### config.mk
export PLATFORM = sky130hd
export DESIGN_NAME = des_iter_core
export DESIGN_NICKNAME = d
export VERILOG_FILES = /design/src/rtl/des_iter_core.sv
export SDC_FILE = /design/constraint.sdc
export NUM_CORES = 1
export LEC_CHECK = 0
export ABC_AREA = 1
export BUFFER_PORTS_ARGS = -buffer_cell sky130_fd_sc_hd__buf_2
export CAP_MARGIN = 20
export CORE_MARGIN = 2
export CORE_UTILIZATION = 54
export CTS_CLUSTER_SIZE = 25
export DETAILED_ROUTE_END_ITERATION = 10
export HOLD_SLACK_MARGIN = 0.1
export PLACE_DENSITY = 0.82
export SETUP_SLACK_MARGIN = 0.2
export SLEW_MARGIN = 5
export SYNTH_ARGS = -nofsm -noshare
export SYNTH_HDL_FRONTEND = slang
export SYNTH_SLANG_ARGS = --single-unit
### constraint.sdc
create_clock -name clk_in -period 3.8 [get_ports clk_in]
set_input_delay 0.38 -clock clk_in [delete_from_list [all_inputs] [get_ports clk_in]]
set_output_delay 0.38 -clock clk_in [all_outputs]
set_load 0.01 [all_outputs]
### src/rtl/des_iter_core.sv
// Iterative DES encrypt/decrypt core. It runs RPC Feistel rounds per clock,
// so one block takes 16/RPC clocks. Decryption walks the key schedule
// backwards, which avoids storing the sixteen subkeys.
//
// Handshake (both ports): a transfer happens on a rising clk_in edge where
// valid && ready. A producer holds valid until that transfer. ready never
// depends on the valid of the same port. data_out_valid depends only on the
// state register.
module des_iter_core #(
  parameter int RPC = 1
) (
  input  logic        clk_in,
  input  logic        rst_in,
  input  logic [63:0] data_in,
  input  logic [63:0] key_in,
  input  logic        decrypt_in,
  input  logic        data_in_valid,
  output logic        data_in_ready,
  output logic [31:0] left_data_out,
  output logic [31:0] right_data_out,
  output logic        data_out_valid,
  input  logic        data_out_ready
);

  localparam int LAT_CYC = 16 / RPC;
  // Round-counter value at the start of the cycle that completes round 16.
  localparam logic [4:0] LAST_CNT = 5'(RPC * (LAT_CYC - 1));

  if (!(RPC == 1 || RPC == 2 || RPC == 4 || RPC == 8 || RPC == 16)) begin : g_bad_rpc
    $fatal(1, "des_iter_core: RPC must be 1, 2, 4, 8 or 16");
  end

  // FIPS 46-3 tables. Entries are 1-based bit numbers counted from the MSB.
  localparam int IP_T [64] = '{
    58, 50, 42, 34, 26, 18, 10, 2, 60, 52, 44, 36, 28, 20, 12, 4,
    62, 54, 46, 38, 30, 22, 14, 6, 64, 56, 48, 40, 32, 24, 16, 8,
    57, 49, 41, 33, 25, 17,  9, 1, 59, 51, 43, 35, 27, 19, 11, 3,
    61, 53, 45, 37, 29, 21, 13, 5, 63, 55, 47, 39, 31, 23, 15, 7};
  localparam int FP_T [64] = '{
    40, 8, 48, 16, 56, 24, 64, 32, 39, 7, 47, 15, 55, 23, 63, 31,
    38, 6, 46, 14, 54, 22, 62, 30, 37, 5, 45, 13, 53, 21, 61, 29,
    36, 4, 44, 12, 52, 20, 60, 28, 35, 3, 43, 11, 51, 19, 59, 27,
    34, 2, 42, 10, 50, 18, 58, 26, 33, 1, 41,  9, 49, 17, 57, 25};
  localparam int E_T [48] = '{
    32,  1,  2,  3,  4,  5,  4,  5,  6,  7,  8,  9,
     8,  9, 10, 11, 12, 13, 12, 13, 14, 15, 16, 17,
    16, 17, 18, 19, 20, 21, 20, 21, 22, 23, 24, 25,
    24, 25, 26, 27, 28, 29, 28, 29, 30, 31, 32,  1};
  localparam int P_T [32] = '{
    16,  7, 20, 21, 29, 12, 28, 17,  1, 15, 23, 26,  5, 18, 31, 10,
     2,  8, 24, 14, 32, 27,  3,  9, 19, 13, 30,  6, 22, 11,  4, 25};
  localparam int PC1_T [56] = '{
    57, 49, 41, 33, 25, 17,  9,  1, 58, 50, 42, 34, 26, 18,
    10,  2, 59, 51, 43, 35, 27, 19, 11,  3, 60, 52, 44, 36,
    63, 55, 47, 39, 31, 23, 15,  7, 62, 54, 46, 38, 30, 22,
    14,  6, 61, 53, 45, 37, 29, 21, 13,  5, 28, 20, 12,  4};
  localparam int PC2_T [48] = '{
    14, 17, 11, 24,  1,  5,  3, 28, 15,  6, 21, 10,
    23, 19, 12,  4, 26,  8, 16,  7, 27, 20, 13,  2,
    41, 52, 31, 37, 47, 55, 30, 40, 51, 45, 33, 48,
    44, 49, 39, 56, 34, 53, 46, 42, 50, 36, 29, 32};
  // Each S-box is 64 nibbles, indexed by row*16+col, with entry 0 in the top nibble.
  localparam logic [255:0] SBOX [8] = '{
    256'hE4D12FB83A6C5907_0F74E2D1A6CB9538_41E8D62BFC973A50_FC8249175B3EA06D,
    256'hF18E6B34972DC05A_3D47F28EC01A69B5_0E7BA4D158C6932F_D8A13F42B67C05E9,
    256'hA09E63F51DC7B428_D709346A285ECBF1_D6498F30B12C5AE7_1AD069874FE3B52C,
    256'h7DE3069A1285BC4F_D8B56F03472C1AE9_A690CB7DF13E5284_3F06A1D8945BC72E,
    256'h2C417AB6853FD0E9_EB2C47D150FA3986_421BAD78F9C5630E_B8C71E2D6F09A453,
    256'hC1AF92680D34E75B_AF427C9561DE0B38_9EF528C3704A1DB6_432C95FABE17608D,
    256'h4B2EF08D3C975A61_D0B7491AE35C2F86_14BDC37EAF680592_6BD814A7950FE23C,
    256'hD2846FB1A93E50C7_1FD8A374C56B0E92_7B419CE206ADF358_21E74A8DFC90356B};

  function automatic logic [63:0] perm_ip(input logic [63:0] d);
    logic [63:0] o;
    o = '0;
    for (int k = 0; k < 64; k++) o[63 - k] = d[64 - IP_T[k]];
    return o;
  endfunction

  function automatic logic [63:0] perm_fp(input logic [63:0] d);
    logic [63:0] o;
    o = '0;
    for (int k = 0; k < 64; k++) o[63 - k] = d[64 - FP_T[k]];
    return o;
  endfunction

  function automatic logic [55:0] perm_pc1(input logic [63:0] d);
    logic [55:0] o;
    o = '0;
    for (int k = 0; k < 56; k++) o[55 - k] = d[64 - PC1_T[k]];
    return o;
  endfunction

  function automatic logic [47:0] perm_pc2(input logic [55:0] d);
    logic [47:0] o;
    o = '0;
    for (int k = 0; k < 48; k++) o[47 - k] = d[56 - PC2_T[k]];
    return o;
  endfunction

  function automatic logic [31:0] feistel(input logic [31:0] r, input logic [47:0] subkey);
    logic [47:0] x;
    logic [31:0] s;
    logic [31:0] o;
    logic [5:0]  b;
    logic [5:0]  idx;
    x = '0;
    for (int k = 0; k < 48; k++) x[47 - k] = r[32 - E_T[k]];
    x = x ^ subkey;
    s = '0;
    for (int n = 0; n < 8; n++) begin
      b   = x[47 - 6 * n -: 6];
      idx = {b[5], b[0], b[4:1]};
      s[31 - 4 * n -: 4] = SBOX[n][255 - 4 * int'(idx) -: 4];
    end
    o = '0;
    for (int k = 0; k < 32; k++) o[31 - k] = s[32 - P_T[k]];
    return o;
  endfunction

  // rnd is 0-based. An encrypt round rotates left before use. A decrypt
  // round rotates right after use, which is the same as a right rotate
  // before the next round. So decrypt round 1 uses the unshifted C0/D0,
  // which equals C16/D16.
  function automatic logic [1:0] shift_amt(input logic dec, input logic [4:0] rnd);
    logic one;
    one = (rnd == 5'd0) || (rnd == 5'd1) || (rnd == 5'd8) || (rnd == 5'd15);
    if (dec && rnd == 5'd0) return 2'd0;
    return one ? 2'd1 : 2'd2;
  endfunction

  function automatic logic [27:0] rot28(input logic [27:0] x, input logic left, input logic [1:0] n);
    logic [27:0] o;
    case ({left, n})
      3'b101:  o = {x[26:0], x[27]};
      3'b110:  o = {x[25:0], x[27:26]};
      3'b001:  o = {x[0], x[27:1]};
      3'b010:  o = {x[1:0], x[27:2]};
      default: o = x;
    endcase
    return o;
  endfunction

  typedef enum logic [1:0] {S_IDLE, S_RUN, S_DONE} state_t;

  state_t      state_q;
  state_t      state_nx;
  logic [4:0]  round_q;
  logic        decrypt_q;
  logic [31:0] l_q, r_q;
  logic [27:0] c_q, d_q;
  logic        in_fire;

  logic [31:0] l_v, r_v, f_v, t_v;
  logic [27:0] c_v, d_v;
  logic [4:0]  rnd_v;
  logic [1:0]  sh_v;
  logic [63:0] result;

  assign in_fire = data_in_valid && data_in_ready;

  // State register and round counter. Reset overrides any handshake on the same edge.
  always_ff @(posedge clk_in) begin
    if (rst_in) begin
      state_q <= S_IDLE;
      round_q <= '0;
    end else begin
      state_q <= state_nx;
      if (in_fire)
        round_q <= '0;
      else if (state_q == S_RUN)
        round_q <= round_q + 5'(RPC);
    end
  end

  // Next state: the retire and load of the next block can share one edge.
  always_comb begin
    state_nx = state_q;
    case (state_q)
      S_IDLE:  if (in_fire) state_nx = S_RUN;
      S_RUN:   if (round_q == LAST_CNT) state_nx = S_DONE;
      S_DONE:  if (data_out_ready) state_nx = in_fire ? S_RUN : S_IDLE;
      default: state_nx = S_IDLE;
    endcase
  end

  // Handshake outputs and result. They depend only on registered state and data_out_ready.
  always_comb begin
    data_in_ready  = (state_q == S_IDLE) || (state_q == S_DONE && data_out_ready);
    data_out_valid = (state_q == S_DONE);
    result         = perm_fp({r_q, l_q});
    left_data_out  = result[63:32];
    right_data_out = result[31:0];
  end

  // Unrolled chain of RPC rounds that starts from the registered L/R/C/D values.
  always_comb begin
    l_v   = l_q;
    r_v   = r_q;
    c_v   = c_q;
    d_v   = d_q;
    f_v   = '0;
    t_v   = '0;
    rnd_v = '0;
    sh_v  = '0;
    for (int j = 0; j < RPC; j++) begin
      rnd_v = round_q + 5'(j);
      sh_v  = shift_amt(decrypt_q, rnd_v);
      c_v   = rot28(c_v, !decrypt_q, sh_v);
      d_v   = rot28(d_v, !decrypt_q, sh_v);
      f_v   = feistel(r_v, perm_pc2({c_v, d_v}));
      t_v   = l_v ^ f_v;
      l_v   = r_v;
      r_v   = t_v;
    end
  end

  // Block and key registers: load on handshake, advance while running, hold otherwise.
  always_ff @(posedge clk_in) begin
    if (in_fire) begin
      {l_q, r_q} <= perm_ip(data_in);
      {c_q, d_q} <= perm_pc1(key_in);
      decrypt_q  <= decrypt_in;
    end else if (state_q == S_RUN) begin
      l_q <= l_v;
      r_q <= r_v;
      c_q <= c_v;
      d_q <= d_v;
    end
  end

endmodule
==> flow_summary.yaml, run 1 <==
synth:
  yosysSeqAreaShare: 0.272
  synth-edff-count: 121
  post_synth.cell_area_avg_um2: 6.01
  asyncSetResetFlopFracSynth: 0
  synth_cells: 2310
  synth_cell_type_count: 38
  synth_fp_nets: 2500
  mappedNetlistArea_um2: 13900
  synth-seq-cells: 128
  synth_flop_cell: "sky130_fd_sc_hd__edfxtp_1"
  yosysWarningCount: 0
pwr:
  total_power_w: 0.0123
  worst_ir_drop_vdd_mv: 0.399
  power.static_leakage_nw: 8.76
  p_per_area_nw_per_um2: 721
sta:
  finalHoldViolations: 0
  maxClockFrequency_mhz: 284
  fin_worst_skew_ns: 0.0126
  total_setup_violations_reported_at_the_end_of_the_flow: 0
  finalCritPeriodShare: 0.927
  slew_viol_final: 0
  layout_min_cycle_time_ns: 3.52
  worst_pin_slew_ns: 0.734
  setup_ws_ns: 0.278
  setup_tns_ns: 0
  max-slew-margin-rel: 0.506
  rsz0062_at_grt: "yes"
worst_setup_path:
  cp_data_required_time_ns: 4.00
  crit_fanout: 9
  crit_arrival_ns: 3.72
  worstSetupStartpointType: "register"
  cp.buffers_inverters: 3
  timing_worst_setup_path_type: "register to register"
  critical_path.cell_chain: "ha_2 -> nand2_1 -> nor2_1 -> ha_2 -> a21oi_4 -> buf_6 -> nand3_2 -> buf_4 -> o22ai_1 -> a21oi_1 -> nand3_1 -> o21ai_2 -> xor2_1 -> nand3_1 -> nand2_1 -> nand2_1 -> nand3_1 -> buf_12 -> nand2_1"
  crit_family: "simple AND/OR/NAND/NOR gates"
  worst_setup_path_end_kind: "register"
  worst_path_largest_cell_delay_ns: 0.44
  worst_path_most_repeated_cell: "sky130_fd_sc_hd__nand2_1"
  critical_path_top_delay_cell: "sky130_fd_sc_hd__xor2_1"
routing:
  drt_iter0_drc: 2104
  drt-wirelength-per-cell_um: 18.5
  detail-route-antenna-nets: 0
  wl_um: 53100
  drc: 0
  route.vias.total: 17200
  vias_per_cell: 5.97
  drtPass1Iterations: 7
cts:
  clk_path_buf_depth: 2
  path_clk_slew_ns: 0.07
  clock_sink_count: 128
  cts_root_buf: "sky130_fd_sc_hd__clkbuf_16"
  tritoncts: "done"
  cts-htree-levels: 4
  cts_buffers: 17
  clock_insertion_delay_worst_skew_ns: 0.44
finish:
  mostFrequentLayoutCell: "sky130_fd_sc_hd__nand2_1"
  insertedDiodeCount: 0
  drive_above_1_share: 0.223
  finalNetCount: 2724
  final_area_um2: 17100
  layout.cells.most_common_list: "sky130_fd_sc_hd__nand2_1 (879), sky130_fd_sc_hd__nand3_1 (434), sky130_fd_sc_hd__inv_1 (221)"
  area_growth_syn_to_fin_pct: 23.4
floorplanning:
  boundary_pin_count: 199
  design.core.area_um2: 25200
  die_y_um: 164
  die-width_um: 164
  rows: 58
  dieArea_um2: 27000
  initial_utilization: 0.551
global_route:
  grt_util_all_layers: 0.378
  first_pass_grt_wire_length_um: 79300
  number_of_global_route_vias_before_repair: 15200
  antenna_violations_before_repair: 0
  grt_overflow_total: 0
  maximum_number_of_pins_on_one_net_before_global_route_repair: 125
place:
  final_gp_congestion: 1.00
  dp_hpwl_um: 39200
  port-buffer-count: 190
  postPlaceCellArea_um2: 15400
  place_ws_ns: -0.0162
hold_path:
  hold_class: "primary input to register"
run:
  maxCapViolCount: 0
run_status:
  outcome: "completed"
metal layers:
layer / share of wire / up-vias / GRT usage
met3: 0.12 / 153 / 0.0742
li1: - / 8042 / -
met2: 0.44 / 1159 / 0.574
met4: 0.044 / 0 / 0.161
met5: 0 / - / 0
met1: 0.40 / 7822 / 0.523
stage by stage:
stage / util / hold WS [ns] / cells
floorplan: - / 0.449 / 2310
global placement: 0.613 / 0.477 / 2818
detailed placement: 0.613 / 0.480 / 2818
CTS: 0.639 / 0.110 / 2850
global route: 0.680 / 0.117 / 2877
finish: 0.680 / 0.118 / 2877
cell families (layout without fill, tap and decap cells):
group                      Yosys count  count (layout)  share of synthesized area
AOI/OAI and AO/OA                  192             192                     0.0753
xor gates and xnor gates            10              10                    0.00631
and+or+nand+nor                   1598            1599                      0.496
DFF                                128             128                      0.272
buffers and inverters              325             561                     0.0990
adders and majority gates           57              57                     0.0514
cells in the mapped netlist (all sizes together), types with 14 or more instances:
master,count,area [um2]
ha,57,713
nand4,40,250
nand3,480,2430
nand2,996,3800
buf,58,372
inv,237,890
o22ai,21,138
clkbuf,30,113
edfxtp,121,3630
o21ai,146,753
nor2,57,250
a21oi,14,73.8
or2,15,93.8
path summary, 6_finish.rpt:
path                                               from                      end  slack, ns  depth (start not counted)
worst min-delay path                             rst_in  state_q[1]$_SDFFE_PP0P_       0.12                          2
worst min register to register  round_q[1]$_SDFFE_PP0P_  round_q[1]$_SDFFE_PP0P_       0.51                          2
worst max-delay path            round_q[0]$_SDFFE_PP0P_         l_v[4]$_DFFE_PP_       0.28                         19
worst max register to register  round_q[0]$_SDFFE_PP0P_         l_v[4]$_DFFE_PP_       0.28                         19
registers in the layout, indices dropped and copies added, names as in the netlist:
signal / count
l_q: 32
l_v: 32
c_q: 28
d_q: 28
round_q: 5
state_q: 2
decrypt_q: 1
layout make-up:
class | instances | area, um2
clock buffers | 17 | 425
clock inverters | 15 | 171
repair buffers | 292 | 1890
fillers | 2241 | 8050
well taps | 330 | 413
multi-input cells | 1858 | 9560
flip-flops and latches | 128 | 3780
inverters | 237 | 901
report_power, final:
group | total [W] | switching [W] | internal (W) | leakage (nW)
Clock | 0.00176 | 0.000768 | 0.000988 | 0.292
Combinational | 0.00815 | 0.00537 | 0.00278 | 7.21
Sequential | 0.00244 | 0.000446 | 0.00200 | 1.26
repair_timing:
item / 4_1_cts / 5_1_grt
resized for setup: 17 / 218
gates cloned: 0 / 3
setup endpoints to repair: 27 / 32
hold buffers: 0 / 0
buffers inserted: 0 / 24
pin swaps: 1 / 32
Note: power is estimated with default switching activity, not from simulation.
==> run 2, diff against run 1 <==
--- a/config.mk
+++ b/config.mk
@@ -14,6 +14,7 @@
 export DETAILED_ROUTE_END_ITERATION = 10
 export HOLD_SLACK_MARGIN = 0.1
 export PLACE_DENSITY = 0.82
+export RECOVER_POWER = 100
 export SETUP_SLACK_MARGIN = 0.2
 export SLEW_MARGIN = 5
 export SYNTH_ARGS = -nofsm -noshare
==> flow_summary.yaml, run 2 (same netlist as run 1, synthesis figures left out) <==
floorplanning:
  boundary_pin_count: 199
  die-width_um: 164
  design.core.area_um2: 25200
  initial_utilization: 0.551
  dieArea_um2: 27000
  rows: 58
  die_y_um: 164
place:
  post-place-cells: 2818
  port-buffer-count: 190
  final_gp_congestion: 1.00
  dp_hpwl_um: 39200
cts:
  cts_root_buf: "sky130_fd_sc_hd__clkbuf_16"
  clock_sink_count: 128
  cts-htree-levels: 4
  cts_buffers: 17
  clock_insertion_delay_worst_skew_ns: 0.44
  tritoncts: "done"
  clk_path_buf_depth: 2
  path_clk_slew_ns: 0.07
  cts-hold-fix-buffers: 0
pwr:
  worst_ir_drop_vdd_mv: 0.400
  power.static_leakage_nw: 8.55
  p_per_area_nw_per_um2: 723
  total_power_w: 0.0123
sta:
  rsz0062_at_grt: "yes"
  slew_viol_final: 238
  finalCritPeriodShare: 0.941
  finalHoldViolations: 0
  layout_min_cycle_time_ns: 3.58
  fin_worst_skew_ns: 0.0123
  maxClockFrequency_mhz: 280
  timing.hold.ws_ns: 0.114
  worst_pin_slew_ns: 1.93
  total_setup_violations_reported_at_the_end_of_the_flow: 0
  max-slew-margin-rel: -0.289
  setup_tns_ns: 0
routing:
  detail-route-antenna-nets: 0
  wl_um: 53100
  drt-wirelength-per-cell_um: 18.4
  drtPass1Iterations: 6
  drt_iter0_drc: 2184
  route.vias.total: 17200
  vias_per_cell: 5.97
  drc: 0
finish:
  drive_above_1_share: 0.193
  area_growth_syn_to_fin_pct: 22.4
  layout.cells.most_common_list: "sky130_fd_sc_hd__nand2_1 (884), sky130_fd_sc_hd__nand3_1 (434), sky130_fd_sc_hd__inv_1 (221)"
  insertedDiodeCount: 0
  fin_cells: 2877
  mostFrequentLayoutCell: "sky130_fd_sc_hd__nand2_1"
  finish.utilization: 0.675
  finalNetCount: 2724
global_route:
  antenna_violations_before_repair: 0
  first_pass_grt_wire_length_um: 79300
  grt_overflow_total: 0
  number_of_global_route_vias_before_repair: 15200
  grt_util_all_layers: 0.378
  maximum_number_of_pins_on_one_net_before_global_route_repair: 125
worst_setup_path:
  worst_path_largest_cell_delay_ns: 0.34
  critical_path_top_delay_cell: "sky130_fd_sc_hd__dfxtp_2"
  worst_reg_to_reg_path_cell_count: 21
  worst_setup_path_end_kind: "register"
  critical_path.cell_chain: "ha_2 -> nand2_1 -> nor2_1 -> ha_1 -> a21oi_4 -> nand2_8 -> nand2_8 -> inv_2 -> buf_4 -> nand2_1 -> inv_1 -> nand2_1 -> nand4_1 -> o21ai_2 -> xor2_1 -> buf_4 -> nand3_1 -> nand2_1 -> nand2_1 -> nand3_1 -> nand2_1"
  cp_data_required_time_ns: 3.98
  worst_path_most_repeated_cell: "sky130_fd_sc_hd__nand2_1"
  crit_arrival_ns: 3.76
  timing_worst_setup_path_type: "register to register"
  worstSetupStartpointType: "register"
  flop_to_flop_setup_slack_ns: 0.22
  crit_fanout: 7
  reg2reg_from: "round_q[0]$_SDFFE_PP0P_"
  worstReg2RegEnd: "l_v[3]$_DFFE_PP_"
hold_path:
  min_to: "state_q[1]$_SDFFE_PP0P_"
  hold_path_startpoint: "rst_in"
  worstHoldPathCells: 2
  hold_class: "primary input to register"
run_status:
  failed_checks: "max-capacitance violations, max-slew violations"
  outcome: "finished, violations left"
run:
  maxCapViolCount: 2
[run 2: cell count changes in the layout (fill, tap and decap cells not counted)]
cell                       change
sky130_fd_sc_hd__nand2_1       +5
sky130_fd_sc_hd__buf_4         -3
sky130_fd_sc_hd__buf_2        -65
sky130_fd_sc_hd__buf_12        -2
sky130_fd_sc_hd__o21ai_1       -1
sky130_fd_sc_hd__clkbuf_1     +69
sky130_fd_sc_hd__nand2_2       -5
sky130_fd_sc_hd__ha_1          +1
sky130_fd_sc_hd__o21ai_0       +1
sky130_fd_sc_hd__ha_2          -1
sky130_fd_sc_hd__clkbuf_4      +1
[run 2: final cells by class]
class,instances,area (um2)
multi-input combinational,1858,9540
fill,2283,8190
sequential,128,3780
timing repair buffer,292,1770
inverter,237,901
clock buffer,17,425
tap,330,413
clock inverter,15,171
[run 2: per-stage QoR]
stage / setup WS [ns] / area, um2
global route: 0.0759 / 17000
global placement: 0.0984 / 15400
floorplan: 0.618 / 13900
CTS: 0.196 / 16100
detailed placement: -0.0162 / 15400
finish: 0.224 / 17000
[run 2: critical path: cells and delay by family (launching register included)]
family / cells / cell delay, ns
DFF: 1 / 0.34
and+or+nand+nor: 12 / 1.23
buffers and inverters: 4 / 0.55
xor gates and xnor gates: 1 / 0.32
AOI/OAI and AO/OA: 2 / 0.45
adders and majority gates: 2 / 0.43
[run 2: what timing repair did]
item / in CTS / in global routing
resized for setup: 17 / 218
cloned: 0 / 3
endpoints found under the setup margin: 27 / 32
buffers inserted: 0 / 24
pin swaps: 1 / 32
[run 2: power breakdown]
group / switching, W / total [W] / internal [W]
clock: 0.000770 / 0.00176 / 0.000988
combinational: 0.00536 / 0.00808 / 0.00272
sequential: 0.000452 / 0.00245 / 0.00200
total: 0.00658 / 0.0123 / 0.00571
[run 2: metal layers]
layer / GRT usage / up-vias / share of wire
li1: - / 8043 / -
met1: 0.523 / 7864 / 0.41
met5: 0 / - / 0
met4: 0.161 / 0 / 0.044
met2: 0.574 / 1099 / 0.44
met3: 0.0742 / 165 / 0.11
[run 2: how the worst max path moves through the flow]
| stage | startpoint | endpoint | depth (start not counted) |
|---|---|---|---|
| 3_5_place_dp | round_q[1]$_SDFFE_PP0P_ | l_v[30]$_DFFE_PP_ | 27 |
| 6_report | round_q[0]$_SDFFE_PP0P_ | l_v[3]$_DFFE_PP_ | 21 |
| 4_1_cts | round_q[0]$_SDFFE_PP0P_ | l_v[30]$_DFFE_PP_ | 27 |
| 2_1_floorplan | round_q[0]$_SDFFE_PP0P_ | l_v[20]$_DFFE_PP_ | 26 |
| 3_3_place_gp | round_q[1]$_SDFFE_PP0P_ | l_v[30]$_DFFE_PP_ | 27 |
| 5_1_grt | round_q[0]$_SDFFE_PP0P_ | l_v[25]$_DFFE_PP_ | 24 |
